--- src/rtl/wakeup_pkg.sv ---
`default_nettype none
// +------------------------------------------------------------------+
// | Module  : wakeup_pkg                                             |
// | Brief   : Shared defaults and FSM state type for the wakeup net. |
// | Revision: 1.0 - initial release                                  |
// +------------------------------------------------------------------+
package wakeup_pkg;

  localparam int DEF_ISSUE_NUM = 4;
  localparam int DEF_PRF_WIDTH = 6;
  localparam int DEF_IQ_DEPTH  = 16;
  localparam int MC_CNT_W      = 8;

  typedef enum logic [0:0] {
    IDLE = 1'b0,
    BUSY = 1'b1
  } mc_state_e;

endpackage
`default_nettype wire

--- src/rtl/wakeup_match.sv ---
`default_nettype none
// +------------------------------------------------------------------+
// | Module  : wakeup_match                                           |
// | Brief   : One issue-queue entry's two-source tag CAM against all |
// |           broadcast buses; any matching bus raises the hit.      |
// | Revision: 1.0 - initial release                                  |
// +------------------------------------------------------------------+
module wakeup_match
  import wakeup_pkg::*;
#(
  parameter int ISSUE_NUM = DEF_ISSUE_NUM,
  parameter int PRF_WIDTH = DEF_PRF_WIDTH
) (
  input  logic [ISSUE_NUM-1:0]           wake_v,
  input  logic [ISSUE_NUM*PRF_WIDTH-1:0] wake_tag,
  input  logic [PRF_WIDTH-1:0]           tag1,
  input  logic [PRF_WIDTH-1:0]           tag2,
  output logic                           hit1,
  output logic                           hit2
);

  // OR-reduce the per-bus compares; several buses hitting one tag is harmless
  always_comb begin
    hit1 = 1'b0;
    hit2 = 1'b0;
    for (int j = 0; j < ISSUE_NUM; j++) begin
      if (wake_v[j] && (wake_tag[j*PRF_WIDTH +: PRF_WIDTH] == tag1)) hit1 = 1'b1;
      if (wake_v[j] && (wake_tag[j*PRF_WIDTH +: PRF_WIDTH] == tag2)) hit2 = 1'b1;
    end
  end

endmodule
`default_nettype wire

--- src/rtl/wakeup_net.sv ---
`default_nettype none
// +------------------------------------------------------------------+
// | Module  : wakeup_net                                             |
// | Brief   : Tag broadcast from issue ports (fast ports in the      |
// |           grant cycle, one multi-cycle port delayed by MC_LAT-1) |
// |           and per-entry source readiness tracking with bypass.   |
// | Revision: 1.0 - initial release                                  |
// +------------------------------------------------------------------+
module wakeup_net
  import wakeup_pkg::*;
#(
  parameter int ISSUE_NUM = DEF_ISSUE_NUM,
  parameter int PRF_WIDTH = DEF_PRF_WIDTH,
  parameter int IQ_DEPTH  = DEF_IQ_DEPTH,
  parameter int MC_PORT   = 2,
  parameter int MC_LAT    = 32
) (
  input  logic                           clk,
  input  logic                           rst,
  input  logic                           flush,
  input  logic [ISSUE_NUM-1:0]           grant,
  input  logic [ISSUE_NUM*PRF_WIDTH-1:0] grant_prd,
  input  logic [ISSUE_NUM-1:0]           grant_prd_v,
  input  logic [IQ_DEPTH-1:0]            alloc_v,
  input  logic [IQ_DEPTH*PRF_WIDTH-1:0]  alloc_prs1,
  input  logic [IQ_DEPTH*PRF_WIDTH-1:0]  alloc_prs2,
  input  logic [IQ_DEPTH-1:0]            alloc_rdy1,
  input  logic [IQ_DEPTH-1:0]            alloc_rdy2,
  input  logic [IQ_DEPTH*PRF_WIDTH-1:0]  iq_prs1,
  input  logic [IQ_DEPTH*PRF_WIDTH-1:0]  iq_prs2,
  output logic [IQ_DEPTH-1:0]            prs1_rdy,
  output logic [IQ_DEPTH-1:0]            prs2_rdy,
  output logic [ISSUE_NUM-1:0]           wake_v,
  output logic [ISSUE_NUM*PRF_WIDTH-1:0] wake_tag,
  output logic                           mc_ready,
  output logic                           mc_done
);

  // Count value of the final execution cycle, when the result tag is broadcast
  localparam logic [MC_CNT_W-1:0] LAST_CNT = MC_CNT_W'(MC_LAT - 1);

  mc_state_e             state;
  logic [MC_CNT_W-1:0]   cnt;
  logic                  last;     // registered (state == BUSY && cnt == LAST_CNT)
  logic [PRF_WIDTH-1:0]  lat_tag;
  logic                  lat_v;
  logic                  wake_en;
  logic                  mc_grant;
  logic [IQ_DEPTH-1:0]   hit1;
  logic [IQ_DEPTH-1:0]   hit2;
  logic [IQ_DEPTH-1:0]   rdy1_q;
  logic [IQ_DEPTH-1:0]   rdy2_q;

  // Reset holds every bus quiet; flush squashes the broadcast of its own cycle
  assign wake_en  = ~rst & ~flush;
  assign mc_ready = (state == IDLE) | last;
  assign mc_done  = last;
  assign mc_grant = grant[MC_PORT] & mc_ready;

  // Multi-cycle sequencer; a grant in the final cycle chains straight into a new op
  always_ff @(posedge clk or posedge rst) begin
    if (rst) begin
      state   <= IDLE;
      cnt     <= '0;
      last    <= 1'b0;
      lat_tag <= '0;
      lat_v   <= 1'b0;
    end else if (flush) begin
      state <= IDLE;
      cnt   <= '0;
      last  <= 1'b0;
    end else if (mc_grant) begin
      state   <= BUSY;
      cnt     <= MC_CNT_W'(1);
      last    <= (LAST_CNT == MC_CNT_W'(1));
      lat_tag <= grant_prd[MC_PORT*PRF_WIDTH +: PRF_WIDTH];
      lat_v   <= grant_prd_v[MC_PORT];
    end else if (state == BUSY) begin
      if (last) begin
        state <= IDLE;
        cnt   <= '0;
        last  <= 1'b0;
      end else begin
        cnt  <= cnt + MC_CNT_W'(1);
        last <= ((cnt + MC_CNT_W'(1)) == LAST_CNT);
      end
    end
  end

  for (genvar p = 0; p < ISSUE_NUM; p++) begin : g_bus
    if (p == MC_PORT) begin : g_mc
      assign wake_v[p] = wake_en & last & lat_v & (lat_tag != '0);
      assign wake_tag[p*PRF_WIDTH +: PRF_WIDTH] = rst ? '0 : lat_tag;
    end else begin : g_fast
      logic [PRF_WIDTH-1:0] prd;
      assign prd       = grant_prd[p*PRF_WIDTH +: PRF_WIDTH];
      assign wake_v[p] = wake_en & grant[p] & grant_prd_v[p] & (prd != '0);
      assign wake_tag[p*PRF_WIDTH +: PRF_WIDTH] = rst ? '0 : prd;
    end
  end

  for (genvar i = 0; i < IQ_DEPTH; i++) begin : g_entry
    logic [PRF_WIDTH-1:0] tag1;
    logic [PRF_WIDTH-1:0] tag2;
    // A freshly allocated entry compares its incoming tags so a same-cycle wake is not lost
    assign tag1 = alloc_v[i] ? alloc_prs1[i*PRF_WIDTH +: PRF_WIDTH] : iq_prs1[i*PRF_WIDTH +: PRF_WIDTH];
    assign tag2 = alloc_v[i] ? alloc_prs2[i*PRF_WIDTH +: PRF_WIDTH] : iq_prs2[i*PRF_WIDTH +: PRF_WIDTH];

    wakeup_match #(
      .ISSUE_NUM (ISSUE_NUM),
      .PRF_WIDTH (PRF_WIDTH)
    ) u_match (
      .wake_v   (wake_v),
      .wake_tag (wake_tag),
      .tag1     (tag1),
      .tag2     (tag2),
      .hit1     (hit1[i]),
      .hit2     (hit2[i])
    );
  end

  // Sticky readiness: loaded on allocation (tag 0 is always ready), set by any hit
  always_ff @(posedge clk or posedge rst) begin
    if (rst) begin
      rdy1_q <= '0;
      rdy2_q <= '0;
    end else if (flush) begin
      rdy1_q <= '0;
      rdy2_q <= '0;
    end else begin
      for (int i = 0; i < IQ_DEPTH; i++) begin
        if (alloc_v[i]) begin
          rdy1_q[i] <= alloc_rdy1[i] | hit1[i] | (alloc_prs1[i*PRF_WIDTH +: PRF_WIDTH] == '0);
          rdy2_q[i] <= alloc_rdy2[i] | hit2[i] | (alloc_prs2[i*PRF_WIDTH +: PRF_WIDTH] == '0);
        end else begin
          rdy1_q[i] <= rdy1_q[i] | hit1[i];
          rdy2_q[i] <= rdy2_q[i] | hit2[i];
        end
      end
    end
  end

  // Same-cycle bypass lets a dependent issue back-to-back with its producer
  assign prs1_rdy = rdy1_q | hit1;
  assign prs2_rdy = rdy2_q | hit2;

endmodule
`default_nettype wire
--- config.mk ---
export PLATFORM = sky130hd
export DESIGN_NAME = wakeup_net
export DESIGN_NICKNAME = d
export VERILOG_FILES = /design/src/rtl/wakeup_pkg.sv /design/src/rtl/wakeup_match.sv /design/src/rtl/wakeup_net.sv
export SDC_FILE = /design/constraint.sdc
export NUM_CORES = 1
export LEC_CHECK = 0
export ABC_CLOCK_PERIOD_IN_PS = 3810
export BUFFER_PORTS_ARGS = -buffer_cell sky130_fd_sc_hd__buf_4
export CAP_MARGIN = 20
export CORE_AREA = 2 2 205 207
export CTS_CLUSTER_SIZE = 10
export DETAILED_ROUTE_END_ITERATION = 8
export DIE_AREA = 0 0 207 209
export HOLD_SLACK_MARGIN = 0.05
export SYNTH_ARGS = -nofsm -noshare
export SYNTH_HDL_FRONTEND = slang
export SYNTH_HIERARCHICAL = 1
export SYNTH_SLANG_ARGS = --single-unit
--- constraint.sdc ---
create_clock -name clk -period 3.81 [get_ports clk]
set_input_delay 0.381 -clock clk [delete_from_list [all_inputs] [get_ports clk]]
set_output_delay 0.381 -clock clk [all_outputs]
set_load 0.01 [all_outputs]
* After elaboration in Yosys (flattened, before gate mapping)
Cells that the tools add are included.
** Operators by class
- Add/subtract/negate cells :: 1
- Equality and inequality tests :: 129
- Mux-type cells :: 210
- Bitwise gates (word level) :: 116
- Reductions and logical operators :: 166
** Operators with widths (number)
- $eq A6 B6 Y1 :: 128
- $mux W6 :: 36
- $logic_not A6 Y1 :: 32
- $mux W1 :: 168
- $logic_and A1 B1 Y1 :: 128
- $or A1 B1 Y1 :: 97
- $mux W16 :: 2
- $mux W8 :: 4
- $or A16 B16 Y16 :: 2
- $reduce_bool A6 Y1 :: 4
- $and A1 B1 Y1 :: 14
- $add A8 B1 Y8 const B :: 1
- $eq A8 B5 Y1 const B :: 1
- $not A1 Y1 :: 3
- $reduce_bool A3 Y1 :: 1
- $reduce_and A2 Y1 :: 1
** Storage, ports and cells
- Flip-flop bits (word level) :: 49
- Input bits :: 467
- Output and inout bits :: 62
- Logic and storage cells :: 629

* Logic depth before layout (Yosys ltp)
Gate-level depths: netlist of run 1.
- Depth in word-level cells :: 14
- Depth in mapped cells :: 11
- Mapped depth without buffers :: 9

* By module
The synthesis of run 1 kept the hierarchy.
** Modules (own cells, without submodules)
- wakeup_match :: instances 16, cells each 70, area each 555.5 um^2, seq. area each 0.0 um^2
- wakeup_net :: instances 1, cells each 606, area each 5330.1 um^2, seq. area each 1226.2 um^2

* Worst setup path before layout of run 1
OpenSTA, ideal clock, no wires.
- Path type :: input port to output port
- Start point :: input rst
- End point :: output prs1_rdy[0]
- Data arrival time :: 3.948 ns
- Required time :: 3.429 ns
- Setup slack :: -0.519 ns
- Stages on the path :: 7
- Path buffers :: 1
- Cells stage by stage :: clkbuf_1 -> nor2b_1 -> xnor2_1 -> nand4_1 -> nor4_1 -> or4_1 -> or2_2
** Between the ends
- Elaborated cells on any way between the ends :: 31
- Those cells by class :: 4 x eq/ne; 8 x mux; 15 x bitwise; 4 x reduce/logical
** RTL lines
- start, declared :: RTL line wakeup_net.sv:19 : input logic rst,
- $mux W6 :: RTL line wakeup_net.sv:98 : assign wake_tag[p*PRF_WIDTH +: PRF_WIDTH] = rst ? '0 : prd;
- named net wake_tag[18] :: RTL line wakeup_net.sv:34 : output logic [ISSUE_NUM*PRF_WIDTH-1:0] wake_tag,
- $eq A6 B6 Y1 :: RTL line wakeup_match.sv:27 : if (wake_v[j] && (wake_tag[j*PRF_WIDTH +: PRF_WIDTH] == tag1)) hit1 = 1'b1;
- $logic_and A1 B1 Y1 :: RTL line wakeup_match.sv:27
- $mux W1 :: RTL line wakeup_match.sv:27
- named net hit1[0] :: RTL line wakeup_net.sv:49 : logic [IQ_DEPTH-1:0] hit1;
- $or A16 B16 Y16 :: RTL line wakeup_net.sv:144 : assign prs1_rdy = rdy1_q | hit1;
- end, declared :: RTL line wakeup_net.sv:31 : output logic [IQ_DEPTH-1:0] prs1_rdy,
The timed path passes the listed nets, and every way through them passes these cells.

* Worst setup path after layout of run 1
- Start point :: register lat_tag[4]
- End point :: output prs2_rdy[3]
** Between the ends
- Cells in the longest elaborated chain, start to end :: 6
- Elaborated cells on any way between the ends :: 8
- Those cells by class :: 1 x eq/ne; 3 x mux; 2 x bitwise; 2 x reduce/logical
** RTL lines
- start, declared :: RTL line wakeup_net.sv:45 : logic [PRF_WIDTH-1:0] lat_tag;
- start signal, assigned :: RTL line wakeup_net.sv:76 : lat_tag <= grant_prd[MC_PORT*PRF_WIDTH +: PRF_WIDTH];
- $mux W6 or $reduce_bool A6 Y1 (tied branches) :: RTL line wakeup_net.sv:93, wakeup_net.sv:92
- $eq A6 B6 Y1 or $and A1 B1 Y1 (tied branches) :: RTL line wakeup_match.sv:28, wakeup_net.sv:92
- $logic_and A1 B1 Y1 * :: RTL line wakeup_match.sv:28 : if (wake_v[j] && (wake_tag[j*PRF_WIDTH +: PRF_WIDTH] == tag2)) hit2 = 1'b1;
- $mux W1 * (2 in a row) :: RTL line wakeup_match.sv:28
- named net hit2[3] :: RTL line wakeup_net.sv:50 : logic [IQ_DEPTH-1:0] hit2;
- $or A16 B16 Y16 * :: RTL line wakeup_net.sv:145 : assign prs2_rdy = rdy2_q | hit2;
- end, declared :: RTL line wakeup_net.sv:32 : output logic [IQ_DEPTH-1:0] prs2_rdy,
Mark *: on every way through the listed nets, which the timed path passes. The rest lies on a longest branch.

==> results of run 1 <==
metrics by stage:
stage	util, %	instance area, sq um	power [W]	instances	hold WS (ps)
2_1_floorplan	-	14280	0.002246	1726	480.9
3_3_place_gp	46.43	19170	0.003111	2728	498.3
3_5_place_dp	46.43	19170	0.003168	2728	500.9
4_1_cts	46.80	19320	0.003768	2736	260.5
5_1_grt	46.80	19320	0.003981	2736	264.5
6_report	46.80	19320	0.003754	2736	284.0
Yosys cell counts (all sizes together), types with 2 or more instances:
library cell  number  area share, %
o21ai              5           0.18
nand4            131            5.8
xor2             386             24
mux2             199             16
or4               34            1.8
nand3             10           0.35
or2               32            1.4
nor4             164            7.2
clkbuf            66            2.0
dfrtp             49            8.6
ha                 2           0.18
o211ai             2           0.11
xnor2            384             24
buf               36            1.2
nor2b             26            1.1
a21oi              8           0.28
nor2             104            2.7
inv                6           0.16
nor3b              2           0.14
a311oi            32            2.0
nand2             40            1.1
cell type report:
type                    count  area [sq um]
flip-flops and latches     49          1226
repair buffers            565          4517
fillers                  4001         21970
well taps                 539         674.4
multi-input cells        1569         12730
clock inverters             3         25.02
clock buffers               5         125.1
inverters                   6         22.52
registers in the layout, indices dropped and copies added (netlist names):
signal   cells
lat_v        1
rdy1_q      16
mc_done      1
rdy2_q      16
state        1
cnt          8
lat_tag      6
worst max path at each step:
stage | from | end | slack [ps]
final | lat_tag[4]$_DFFE_PP0P_ | prs2_rdy[3] | 360
after global routing | lat_tag[4]$_DFFE_PP0P_ | prs2_rdy[2] | 150
after CTS | lat_tag[4]$_DFFE_PP0P_ | prs2_rdy[0] | 340
after detailed placement | grant_prd[10] | prs1_rdy[8] | 630
after global placement | grant_prd[10] | prs1_rdy[7] | 680
after floorplan | rst | prs1_rdy[0] | 280
worst reg2reg max path, stage by stage (launching register included):
cell	delay, ps
sky130_fd_sc_hd__dfrtp_1	400
sky130_fd_sc_hd__nor4_1	510
sky130_fd_sc_hd__a21oi_4	280
sky130_fd_sc_hd__buf_4	320
sky130_fd_sc_hd__nand4_1	120
sky130_fd_sc_hd__nor4_1	60
sky130_fd_sc_hd__or4_1	560
sky130_fd_sc_hd__or2_2	340
sky130_fd_sc_hd__nor2_1	90
sky130_fd_sc_hd__a311oi_1	60
power breakdown:
| part | internal, W | total (W) | switching (W) |
|---|---|---|---|
| Combinational | 0.00126 | 0.00261 | 0.00135 |
| Sequential | 0.000559 | 0.000578 | 0.0000189 |
| Clock | 0.000251 | 0.000564 | 0.000313 |
| Total | 0.00207 | 0.00375 | 0.00168 |
cells by family after synthesis:
family	count (synthesis)	synth area share (%)
flip-flops	49	8.624
buffers and inverters	108	3.414
adder cells (fa/ha/maj)	2	0.1760
multiplexers	200	15.83
AND/OR/NAND/NOR	548	21.89
XOR/XNOR	770	47.43
AO/OA/AOI/OAI	49	2.631
metal layers:
layer | global-route usage [%] | vias to the layer above
li1 | - | 7032
met1 | 33.72 | 7263
met2 | 46.47 | 796
met3 | 5.095 | 152
met4 | 9.631 | 0
met5 | 0 | -
cell usage in the layout (no fill, tap or decap), drive strengths merged, types with 34 or more instances in the layout:
cell type / n
mux2: 199
nand4: 131
xor2: 386
or4: 34
dfrtp: 49
nor2: 104
xnor2: 384
buf: 565
nor4: 164
nand2: 40
==> results_tabular.tex, run 1 <==
\begin{tabular}{lr}
\hline
Metric & Value \\
\hline
\multicolumn{2}{l}{\textbf{Timing}} \\
\quad Maximum clock frequency & 0.2898 GHz \\
\quad Setup TNS & 0 ps \\
\quad Time the final worst path needs with I/O delays and setup & 3450 ps \\
\quad Slew margin rel. & 21.58\% \\
\quad Final critical-path share of the clock period & 90.56\% \\
\quad Final setup violating endpoints & 0 \\
\quad Setup repair after global routing missed its margin & false \\
\quad Worst-case setup margin in the final layout & 359.8 ps \\
\quad Final-report max-slew violation count & 0 \\
\quad Worst slew pin tran & 1174 ps \\
\quad Fin. Hold Viols & 0 \\
\quad Clk\_skew & 15.72 ps \\
\multicolumn{2}{l}{\textbf{Global routing}} \\
\quad Largest net degree at the start of global routing & 50 \\
\quad Number of antenna violations at the first check in global routing & 1 \\
\quad Vias in the first global route & 16,120 \\
\quad Global router's overall resource usage & 27.06\% \\
\quad Leftover overflow at the end of global routing & 0 \\
\quad Global-route wire length before repair & 92,940 microns \\
\multicolumn{2}{l}{\textbf{Yosys}} \\
\quad Number of synthesized register bits & 49 \\
\quad Cells after Synth & 1,726 \\
\quad Post-synthesis async set-or-reset flop share & 100.0\% \\
\quad Top FF cell, synth & sky130\_fd\_sc\_hd\_\_dfrtp\_1 \\
\quad Sequential element share of the synthesized area & 8.624\% \\
\quad EDFF count, synth & 0 \\
\quad Synthesized area per cell & 8.238 sq um \\
\quad Number of distinct library cells after synthesis & 32 \\
\quad Total number of yosys warnings & 6 \\
\quad Syn nets & 2,195 \\
\quad Area of the mapped netlist & 14,220 sq um \\
\multicolumn{2}{l}{\textbf{Clocking}} \\
\quad Worst-skew pair later-pin latency & 340 ps \\
\quad Setup Fix Bufs, Post-CTS & 0 \\
\quad Buffer depth of the longest clock path & 2 \\
\quad CTS H-tree lvls & 2 \\
\quad Number of cells upsized or downsized after cts & 0 \\
\quad CTS buffer count & 5 \\
\quad TritonCTS clock tree & done \\
\quad Number of sinks handled by clock tree synthesis & 49 \\
\quad CTS Root Cell & sky130\_fd\_sc\_hd\_\_clkbuf\_16 \\
\quad Number of hold buffers added after cts & 0 \\
\quad Register clock-pin slew on the reported worst setup and hold paths & 90 ps \\
\multicolumn{2}{l}{\textbf{Power}} \\
\quad Max IR drop VDD & 0.1643 mV \\
\quad Leakage dissipation & 8.022 nW \\
\quad Pwr/cell area & 194.3 nW/um\^{}2 \\
\multicolumn{2}{l}{\textbf{Place}} \\
\quad Final weighted congestion of routability-driven global placement & 0.9122 \\
\quad Worst setup slack after placement & 634.1 ps \\
\quad Detailed placer's ending HPWL & 43,430 microns \\
\quad Number of buffers inserted by port buffering & 528 \\
\multicolumn{2}{l}{\textbf{Floorplanning}} \\
\quad Area inside the core boundary & 41,290 sq um \\
\quad Die area & 43,260 sq um \\
\quad I/O pins & 529 \\
\quad Starting density of the core & 34.44\% \\
\quad Number of standard-cell rows in the floorplan & 75 \\
\quad Chip width & 207 microns \\
\quad Vertical die dimension & 209 microns \\
\multicolumn{2}{l}{\textbf{Worst setup path}} \\
\quad Category of the worst setup path capture point & output pin \\
\quad Critical path cell sequence & nor4\_1, a21oi\_4, buf\_4, nand4\_1, nor4\_1, or4\_1, or2\_2, buf\_4 \\
\quad Number of stages on the worst setup path & 8 \\
\quad Worst R2R End & rdy2\_q[0]\$\_DFF\_PP0\_ \\
\quad CP top delay family & simple AND/OR/NAND/NOR gates \\
\quad Launch instance of the worst register-to-register path & lat\_tag[4]\$\_DFFE\_PP0P\_ \\
\quad Crit-path slowest cell & sky130\_fd\_sc\_hd\_\_or4\_1 \\
\quad Crit path buf inv count & 2 \\
\quad Setup crit start kind & flip-flop \\
\quad Required time worst endpoint & 3430 ps \\
\quad Crit path arrival time & 3070 ps \\
\quad Internal reg-to-reg setup slack & 950 ps \\
\quad Critical Setup Path Class & reg -> out \\
\quad Longest individual stage delay on the worst path & 560 ps \\
\quad Reg2Reg Depth & 9 \\
\quad Top fanout value on the critical path & 17 \\
\multicolumn{2}{l}{\textbf{Hold path}} \\
\quad Type of the most critical hold path & in -> reg \\
\quad Worst hold path depth & 2 \\
\quad Worst hold start & grant\_prd[13] \\
\quad Hold EP & lat\_tag[1]\$\_DFFE\_PP0P\_ \\
\multicolumn{2}{l}{\textbf{Detailed routing}} \\
\quad Routed met1 length & 25,440 microns \\
\quad Number of antenna-violating nets in the routed design & 0 \\
\quad Routed wire per std cell & 22.32 microns \\
\quad \# DRC & 0 \\
\quad Met2 routed WL & 29,250 microns \\
\quad Met3 layer wire length in the routed design & 4597 microns \\
\quad Max layer used & met4 \\
\quad Via count & 15,240 \\
\quad Vias per cell & 5.571 \\
\quad Detailed Routing Iterations Pass 1 & 5 \\
\quad DRC violation total after the first TritonRoute iteration & 1,041 \\
\quad Post-Route WL & 61,060 microns \\
\multicolumn{2}{l}{\textbf{Final layout}} \\
\quad Number of diodes added for antenna fixing & 0 \\
\quad Proportion of layout cells with a drive suffix above 1 & 37.96\% \\
\quad Area growth from synthesis to final layout & 35.89\% \\
\quad NumNets Final & 2,665 \\
\multicolumn{2}{l}{\textbf{Status}} \\
\quad Run status & finished, final reports clean \\
\multicolumn{2}{l}{\textbf{Job}} \\
\quad MaxCap Viol Count & 0 \\
\hline
\end{tabular}
Note: power is estimated with default switching activity, not from simulation.
==> run 2: changes to the inputs <==
- ABC_CLOCK_PERIOD_IN_PS: 3810 -> 4100
- CORE_AREA: 2 2 205 207 -> 2 2 207 209
- DIE_AREA: 0 0 207 209 -> 0 0 209 211
- clock period: 3.81 -> 4.1 ns (I/O delays scaled with it)
==> run 2 against run 1 <==
  * Design area is 0.95% lower
  * Worst setup slack better by 58 ps
  * First-iteration DRC count is 2.1% lower
  * Sequential cell count stayed put
  * Utilization is 0.97 points lower
  * Via count is 0.12% lower
  * Count of clock-buffer cells in the layout stayed put
  * Sequential power is 7.1% lower
  * Die area is 1.9% higher
  * Register-to-register slack better by 170 ps
  * Global-route usage is 0.53 points lower
  * Final cell count stayed put
==> results_tabular.tex, run 2 (synthesized netlist as in run 1, its figures left out) <==
\begin{tabular}{lr}
\hline
Metric & Value \\
\hline
\multicolumn{2}{l}{\textbf{Status}} \\
\quad Run status & finished, final reports clean \\
\multicolumn{2}{l}{\textbf{Floorplanning}} \\
\quad Die area & 44,100 sq um \\
\quad Chip width & 209 microns \\
\quad Area inside the core boundary & 41,760 sq um \\
\quad Number of standard-cell rows in the floorplan & 75 \\
\quad Starting density of the core & 34.05\% \\
\quad I/O pins & 529 \\
\quad Vertical die dimension & 211 microns \\
\multicolumn{2}{l}{\textbf{Worst setup path}} \\
\quad Crit path buf inv count & 3 \\
\quad Setup crit start kind & input port \\
\quad Required time worst endpoint & 3690 ps \\
\quad Top fanout value on the critical path & 22 \\
\quad Category of the worst setup path capture point & output pin \\
\quad Most frequent CP cell & sky130\_fd\_sc\_hd\_\_buf\_4 \\
\quad CP top delay family & simple AND/OR/NAND/NOR gates \\
\quad Crit path arrival time & 3270 ps \\
\quad Longest individual stage delay on the worst path & 850 ps \\
\quad Critical path cell sequence & buf\_4, nor2b\_4, buf\_4, xnor2\_1, nand4\_1, nor4\_1, or4\_1, or2\_2, buf\_4 \\
\quad Critical Setup Path Class & in -> out \\
\quad Crit-path slowest cell & sky130\_fd\_sc\_hd\_\_nor2b\_4 \\
\multicolumn{2}{l}{\textbf{Final layout}} \\
\quad Fillers & 4,054 \\
\quad Area of all sequential standard cells & 1226 sq um \\
\quad Area of the multi-input gates & 12,730 sq um \\
\quad Registers with the highest flip-flop counts & rdy1\_q x16, rdy2\_q x16, cnt x8 \\
\quad Final standard cell utilization of the core & 45.83\% \\
\quad Number of diodes added for antenna fixing & 0 \\
\quad Proportion of layout cells with a drive suffix above 1 & 37.96\% \\
\quad NumNets Final & 2,665 \\
\quad Highest-count cells in the layout ignoring fill and taps & 558 x sky130\_fd\_sc\_hd\_\_buf\_4, 386 x sky130\_fd\_sc\_hd\_\_xor2\_1, 384 x sky130\_fd\_sc\_hd\_\_xnor2\_1 \\
\quad Area growth from synthesis to final layout & 34.60\% \\
\quad Most common cell after layout, fill and taps aside & sky130\_fd\_sc\_hd\_\_buf\_4 \\
\multicolumn{2}{l}{\textbf{Detailed routing}} \\
\quad Vias per cell & 5.565 \\
\quad Detailed Routing Iterations Pass 1 & 5 \\
\quad Routed wire per std cell & 22.27 microns \\
\quad Via count & 15,230 \\
\quad DRC violation total after the first TritonRoute iteration & 1,019 \\
\quad Post-Route WL & 60,940 microns \\
\quad Number of antenna-violating nets in the routed design & 0 \\
\quad \# DRC & 0 \\
\multicolumn{2}{l}{\textbf{Timing}} \\
\quad Clk\_skew & 11.83 ps \\
\quad Final-report max-slew violation count & 0 \\
\quad Maximum clock frequency & 0.2716 GHz \\
\quad Setup TNS & 0 ps \\
\quad Slew margin rel. & 27.89\% \\
\quad Worst Hold Slack & 306.9 ps \\
\quad Setup repair after global routing missed its margin & false \\
\quad Worst slew pin tran & 1079 ps \\
\quad Final setup violating endpoints & 0 \\
\quad Final critical-path share of the clock period & 89.82\% \\
\quad Fin. Hold Viols & 0 \\
\quad Time the final worst path needs with I/O delays and setup & 3682 ps \\
\multicolumn{2}{l}{\textbf{Power}} \\
\quad Leakage dissipation & 7.975 nW \\
\quad Max IR drop VDD & 0.1759 mV \\
\quad Pwr/cell area & 181.4 nW/um\^{}2 \\
\multicolumn{2}{l}{\textbf{Clocking}} \\
\quad CTS H-tree lvls & 2 \\
\quad Buffer depth of the longest clock path & 2 \\
\quad TritonCTS clock tree & done \\
\quad CTS Root Cell & sky130\_fd\_sc\_hd\_\_clkbuf\_16 \\
\quad Register clock-pin slew on the reported worst setup and hold paths & 90 ps \\
\quad Number of cells upsized or downsized after cts & 0 \\
\quad Number of sinks handled by clock tree synthesis & 49 \\
\quad Number of hold buffers added after cts & 0 \\
\quad Worst-skew pair later-pin latency & 350 ps \\
\quad CTS buffer count & 5 \\
\quad Setup Fix Bufs, Post-CTS & 0 \\
\multicolumn{2}{l}{\textbf{Hold path}} \\
\quad Type of the most critical hold path & in -> reg \\
\multicolumn{2}{l}{\textbf{Global routing}} \\
\quad Leftover overflow at the end of global routing & 0 \\
\quad Vias in the first global route & 15,650 \\
\quad Global router's overall resource usage & 26.53\% \\
\quad Number of antenna violations at the first check in global routing & 0 \\
\quad Global-route wire length before repair & 91,140 microns \\
\quad Largest net degree at the start of global routing & 50 \\
\multicolumn{2}{l}{\textbf{Place}} \\
\quad Detailed placer's ending HPWL & 44,420 microns \\
\quad Number of buffers inserted by port buffering & 528 \\
\quad Final weighted congestion of routability-driven global placement & 0.9130 \\
\multicolumn{2}{l}{\textbf{Job}} \\
\quad MaxCap Viol Count & 0 \\
\hline
\end{tabular}
==> run 2: cell types whose count changed in the layout (fill, tap and decap cells not counted) <==
cell                         before  now
sky130_fd_sc_hd__inv_8            0    1
sky130_fd_sc_hd__clkinvlp_4       1    0
sky130_fd_sc_hd__buf_12          22    7
sky130_fd_sc_hd__buf_4          543  558
==> run 2: routing by layer <==
layer / share of wire (%) / global-route usage (%)
met1: 41 / 33.12
met2: 49 / 46.32
met4: 3.2 / 9.039
met5: 0 / 0
met3: 7.3 / 4.297
==> run 2: worst reg2reg max path, delay by kind of cell (launching register included) <==
family	cells	cell delay, ps
compound gates	1	50
xor+xnor	1	190
buf+inv	1	390
flops	1	370
simple gates	5	1820
==> run 2: through the flow <==
stage	instances	instance area (sq um)	setup WS [ps]	total power [W]
4_1_cts	2736	19140	422.4	0.003493
3_3_place_gp	2728	18980	469.1	0.002878
5_1_grt	2736	19140	290.7	0.003695
3_5_place_dp	2728	18980	432.1	0.002932
2_1_floorplan	1726	14270	100.1	0.002086
6_report	2736	19140	417.5	0.003472
==> run 2: where the power goes <==
group          internal [W]  switching [W]  leakage (nW)
clock              0.000237       0.000290        0.0763
sequential         0.000519      0.0000181         0.634
combinational       0.00115        0.00126          7.26
==> run 2: area by class of cell <==
| cell class | count | share of cell area, % |
|---|---|---|
| Clock buffer | 5 | 0.6538 |
| Clock inverter | 3 | 0.1504 |
| Inverter | 6 | 0.1177 |
| Multi-Input combinational cell | 1569 | 66.53 |
| Sequential cell | 49 | 6.407 |
| Tap cell | 539 | 3.524 |
| Timing Repair Buffer | 565 | 22.62 |
==> run 2: final timing paths <==
kind / from / to / slack (ps) / depth (start not counted)
max: rst / prs1_rdy[11] / 420 / 9
min: grant_prd[15] / lat_tag[3]$_DFFE_PP0P_ / 310 / 2
max reg2reg: lat_tag[2]$_DFFE_PP0P_ / rdy2_q[3]$_DFF_PP0_ / 1120 / 8
min reg2reg: lat_v$_DFFE_PP0P_ / lat_v$_DFFE_PP0P_ / 520 / 1
max in group asynchronous: rst / rdy2_q[2]$_DFF_PP0_ / 2970 / 3
min in group asynchronous: rst / mc_done$_DFFE_PP0P_ / 590 / 3
==> run 3: changes to the inputs <==
- CORE_AREA: 2 2 207 209 -> 2 2 204 206
- DIE_AREA: 0 0 209 211 -> 0 0 206 208
- REMOVE_ABC_BUFFERS: unset -> 1
==> run 3 against run 2 <==
  * Wire length up 0.37%
  * Sequential power is essentially flat
  * Worst setup slack improved by 200 ps
  * Global-route usage rose by 0.69 points
  * Clock skew rose by 6.9 ps
  * Critical path type is now reg -> out
  * Critical endpoint is now prs2_rdy[0]
  * Largest cell class unchanged
  * Highest routed layer unchanged
==> results_tabular.tex, run 3 (synthesized netlist as in run 1, its figures left out) <==
\begin{tabular}{lr}
\hline
Metric & Value \\
\hline
\multicolumn{2}{l}{\textbf{Status}} \\
\quad Run status & finished, final reports clean \\
\multicolumn{2}{l}{\textbf{Worst setup path}} \\
\quad Most frequent CP cell & sky130\_fd\_sc\_hd\_\_buf\_4 \\
\quad Launch instance of the worst register-to-register path & mc\_done\$\_DFFE\_PP0P\_ \\
\quad Category of the worst setup path capture point & output pin \\
\quad Worst setup path startpoint & lat\_tag[4]\$\_DFFE\_PP0P\_ \\
\quad Setup crit start kind & flip-flop \\
\quad Required time worst endpoint & 3690 ps \\
\quad Crit path arrival time & 3070 ps \\
\quad Critical Setup Path Class & reg -> out \\
\quad Reg2Reg Depth & 9 \\
\quad Top fanout value on the critical path & 20 \\
\quad Crit-path slowest cell & sky130\_fd\_sc\_hd\_\_or4\_1 \\
\quad Internal reg-to-reg setup slack & 1120 ps \\
\quad Longest individual stage delay on the worst path & 550 ps \\
\quad Worst R2R End & rdy2\_q[6]\$\_DFF\_PP0\_ \\
\quad Critical path cell sequence & nor4\_1, buf\_4, a21oi\_4, buf\_4, nand4\_1, nor4\_1, or4\_1, or2\_2, buf\_4 \\
\multicolumn{2}{l}{\textbf{Place}} \\
\quad Detailed placer's ending HPWL & 43,650 microns \\
\quad Number of buffers inserted by port buffering & 528 \\
\quad Final weighted congestion of routability-driven global placement & 0.8936 \\
\quad Total cell area at the placement stage & 19,110 sq um \\
\multicolumn{2}{l}{\textbf{Detailed routing}} \\
\quad Via count & 15,310 \\
\quad Routed wire per std cell & 22.37 microns \\
\quad Detailed Routing Iterations Pass 1 & 6 \\
\quad DRC violation total after the first TritonRoute iteration & 1,121 \\
\quad Number of antenna-violating nets in the routed design & 0 \\
\quad Vias per cell & 5.599 \\
\quad Post-Route WL & 61,160 microns \\
\quad \# DRC & 0 \\
\multicolumn{2}{l}{\textbf{Final layout}} \\
\quad Highest-count cells in the layout ignoring fill and taps & 555 x sky130\_fd\_sc\_hd\_\_buf\_4, 386 x sky130\_fd\_sc\_hd\_\_xor2\_1, 384 x sky130\_fd\_sc\_hd\_\_xnor2\_1 \\
\quad Area growth from synthesis to final layout & 35.51\% \\
\quad Most common cell after layout, fill and taps aside & sky130\_fd\_sc\_hd\_\_buf\_4 \\
\quad Proportion of layout cells with a drive suffix above 1 & 38.10\% \\
\quad NumNets Final & 2,670 \\
\quad Area of all sequential standard cells & 1226 sq um \\
\quad Number of diodes added for antenna fixing & 0 \\
\quad Cell area after layout & 19,270 sq um \\
\quad Final standard cell utilization of the core & 47.51\% \\
\quad Registers with the highest flip-flop counts & rdy1\_q x16, rdy2\_q x16, cnt x8 \\
\quad Area of the multi-input gates & 12,730 sq um \\
\quad Fillers & 3,980 \\
\multicolumn{2}{l}{\textbf{Clocking}} \\
\quad Number of hold buffers added after cts & 0 \\
\quad TritonCTS clock tree & done \\
\quad CTS H-tree lvls & 2 \\
\quad Register clock-pin slew on the reported worst setup and hold paths & 110 ps \\
\quad CTS Root Cell & sky130\_fd\_sc\_hd\_\_clkbuf\_16 \\
\quad Buffer depth of the longest clock path & 2 \\
\quad Number of cells upsized or downsized after cts & 0 \\
\quad CTS buffer count & 5 \\
\quad Number of sinks handled by clock tree synthesis & 49 \\
\quad Worst-skew pair later-pin latency & 360 ps \\
\quad Setup Fix Bufs, Post-CTS & 0 \\
\multicolumn{2}{l}{\textbf{Floorplanning}} \\
\quad Area inside the core boundary & 40,550 sq um \\
\quad Die area & 42,850 sq um \\
\quad I/O pins & 529 \\
\quad Number of standard-cell rows in the floorplan & 74 \\
\quad Starting density of the core & 35.06\% \\
\quad Chip width & 206 microns \\
\quad Vertical die dimension & 208 microns \\
\multicolumn{2}{l}{\textbf{Timing}} \\
\quad Time the final worst path needs with I/O delays and setup & 3484 ps \\
\quad Worst slew pin tran & 984.2 ps \\
\quad Maximum clock frequency & 0.2870 GHz \\
\quad Slew margin rel. & 34.24\% \\
\quad Fin. Hold Viols & 0 \\
\quad Worst Hold Slack & 289.0 ps \\
\quad Clk\_skew & 18.74 ps \\
\quad Final setup violating endpoints & 0 \\
\quad Setup repair after global routing missed its margin & false \\
\quad Final critical-path share of the clock period & 84.98\% \\
\quad Final-report max-slew violation count & 0 \\
\multicolumn{2}{l}{\textbf{Global routing}} \\
\quad Largest net degree at the start of global routing & 50 \\
\quad Leftover overflow at the end of global routing & 0 \\
\quad Number of antenna violations at the first check in global routing & 0 \\
\quad Global-route wire length before repair & 90,840 microns \\
\quad Vias in the first global route & 15,720 \\
\quad Global router's overall resource usage & 27.22\% \\
\multicolumn{2}{l}{\textbf{Hold path}} \\
\quad Worst hold path depth & 2 \\
\quad Type of the most critical hold path & in -> reg \\
\quad Hold EP & lat\_tag[5]\$\_DFFE\_PP0P\_ \\
\quad Worst hold start & grant\_prd[17] \\
\multicolumn{2}{l}{\textbf{Power}} \\
\quad Pwr/cell area & 182.5 nW/um\^{}2 \\
\quad Max IR drop VDD & 0.1818 mV \\
\quad Leakage dissipation & 8.030 nW \\
\multicolumn{2}{l}{\textbf{Job}} \\
\quad MaxCap Viol Count & 0 \\
\hline
\end{tabular}
run 3: stage by stage:
| step | setup TNS (ps) | setup WS [ps] | instances | power [W] |
|---|---|---|---|---|
| final | 0 | 615.6 | 2734 | 0.003517 |
| after global routing | 0 | 486.4 | 2734 | 0.003719 |
| after CTS | 0 | 599.8 | 2734 | 0.003528 |
| after detailed placement | 0 | 719.8 | 2726 | 0.002948 |
| after global placement | 0 | 851.7 | 2726 | 0.002887 |
| after floorplan | -2637 | -102.2 | 1624 | 0.002018 |
run 3: critical path, delay by kind of cell, from the launching register on:
family                 cells  cell delay (ps)
buffers and inverters      3              680
AND/OR/NAND/NOR            5             1400
flip-flops                 1              410
AO/OA/AOI/OAI              1              240
run 3: worst max-delay path by stage:
stage                             end  slack [ps]  cells after the start
final                     prs2_rdy[0]         620                      9
after global routing      prs2_rdy[4]         490                      8
after CTS                 prs2_rdy[0]         600                      9
after detailed placement  prs2_rdy[1]         720                     10
after global placement    prs2_rdy[8]         850                     10
after floorplan           prs1_rdy[0]        -100                      6
run 3: report_power, final:
part | switching (W) | leakage (nW) | internal [W]
sequential | 0.0000190 | 0.634 | 0.000519
clock | 0.000311 | 0.0763 | 0.000238
combinational | 0.00126 | 7.32 | 0.00117
run 3: cell type report:
cell class	count	area share (%)
clock buffers	5	0.6494
clock inverters	3	0.1494
inverters	6	0.1169
multi-input cells	1569	66.08
flip-flops and latches	49	6.364
well taps	532	3.455
repair buffers	570	23.18
run 3: layer usage:
| layer | vias up | GRT usage [%] | part of all wire [%] |
|---|---|---|---|
| met1 | 7297 | 33.38 | 40 |
| met5 | - | 0 | 0 |
| met3 | 160 | 4.449 | 8.3 |
| met2 | 800 | 47.56 | 49 |
| met4 | 0 | 9.680 | 3.3 |
| li1 | 7051 | - | - |
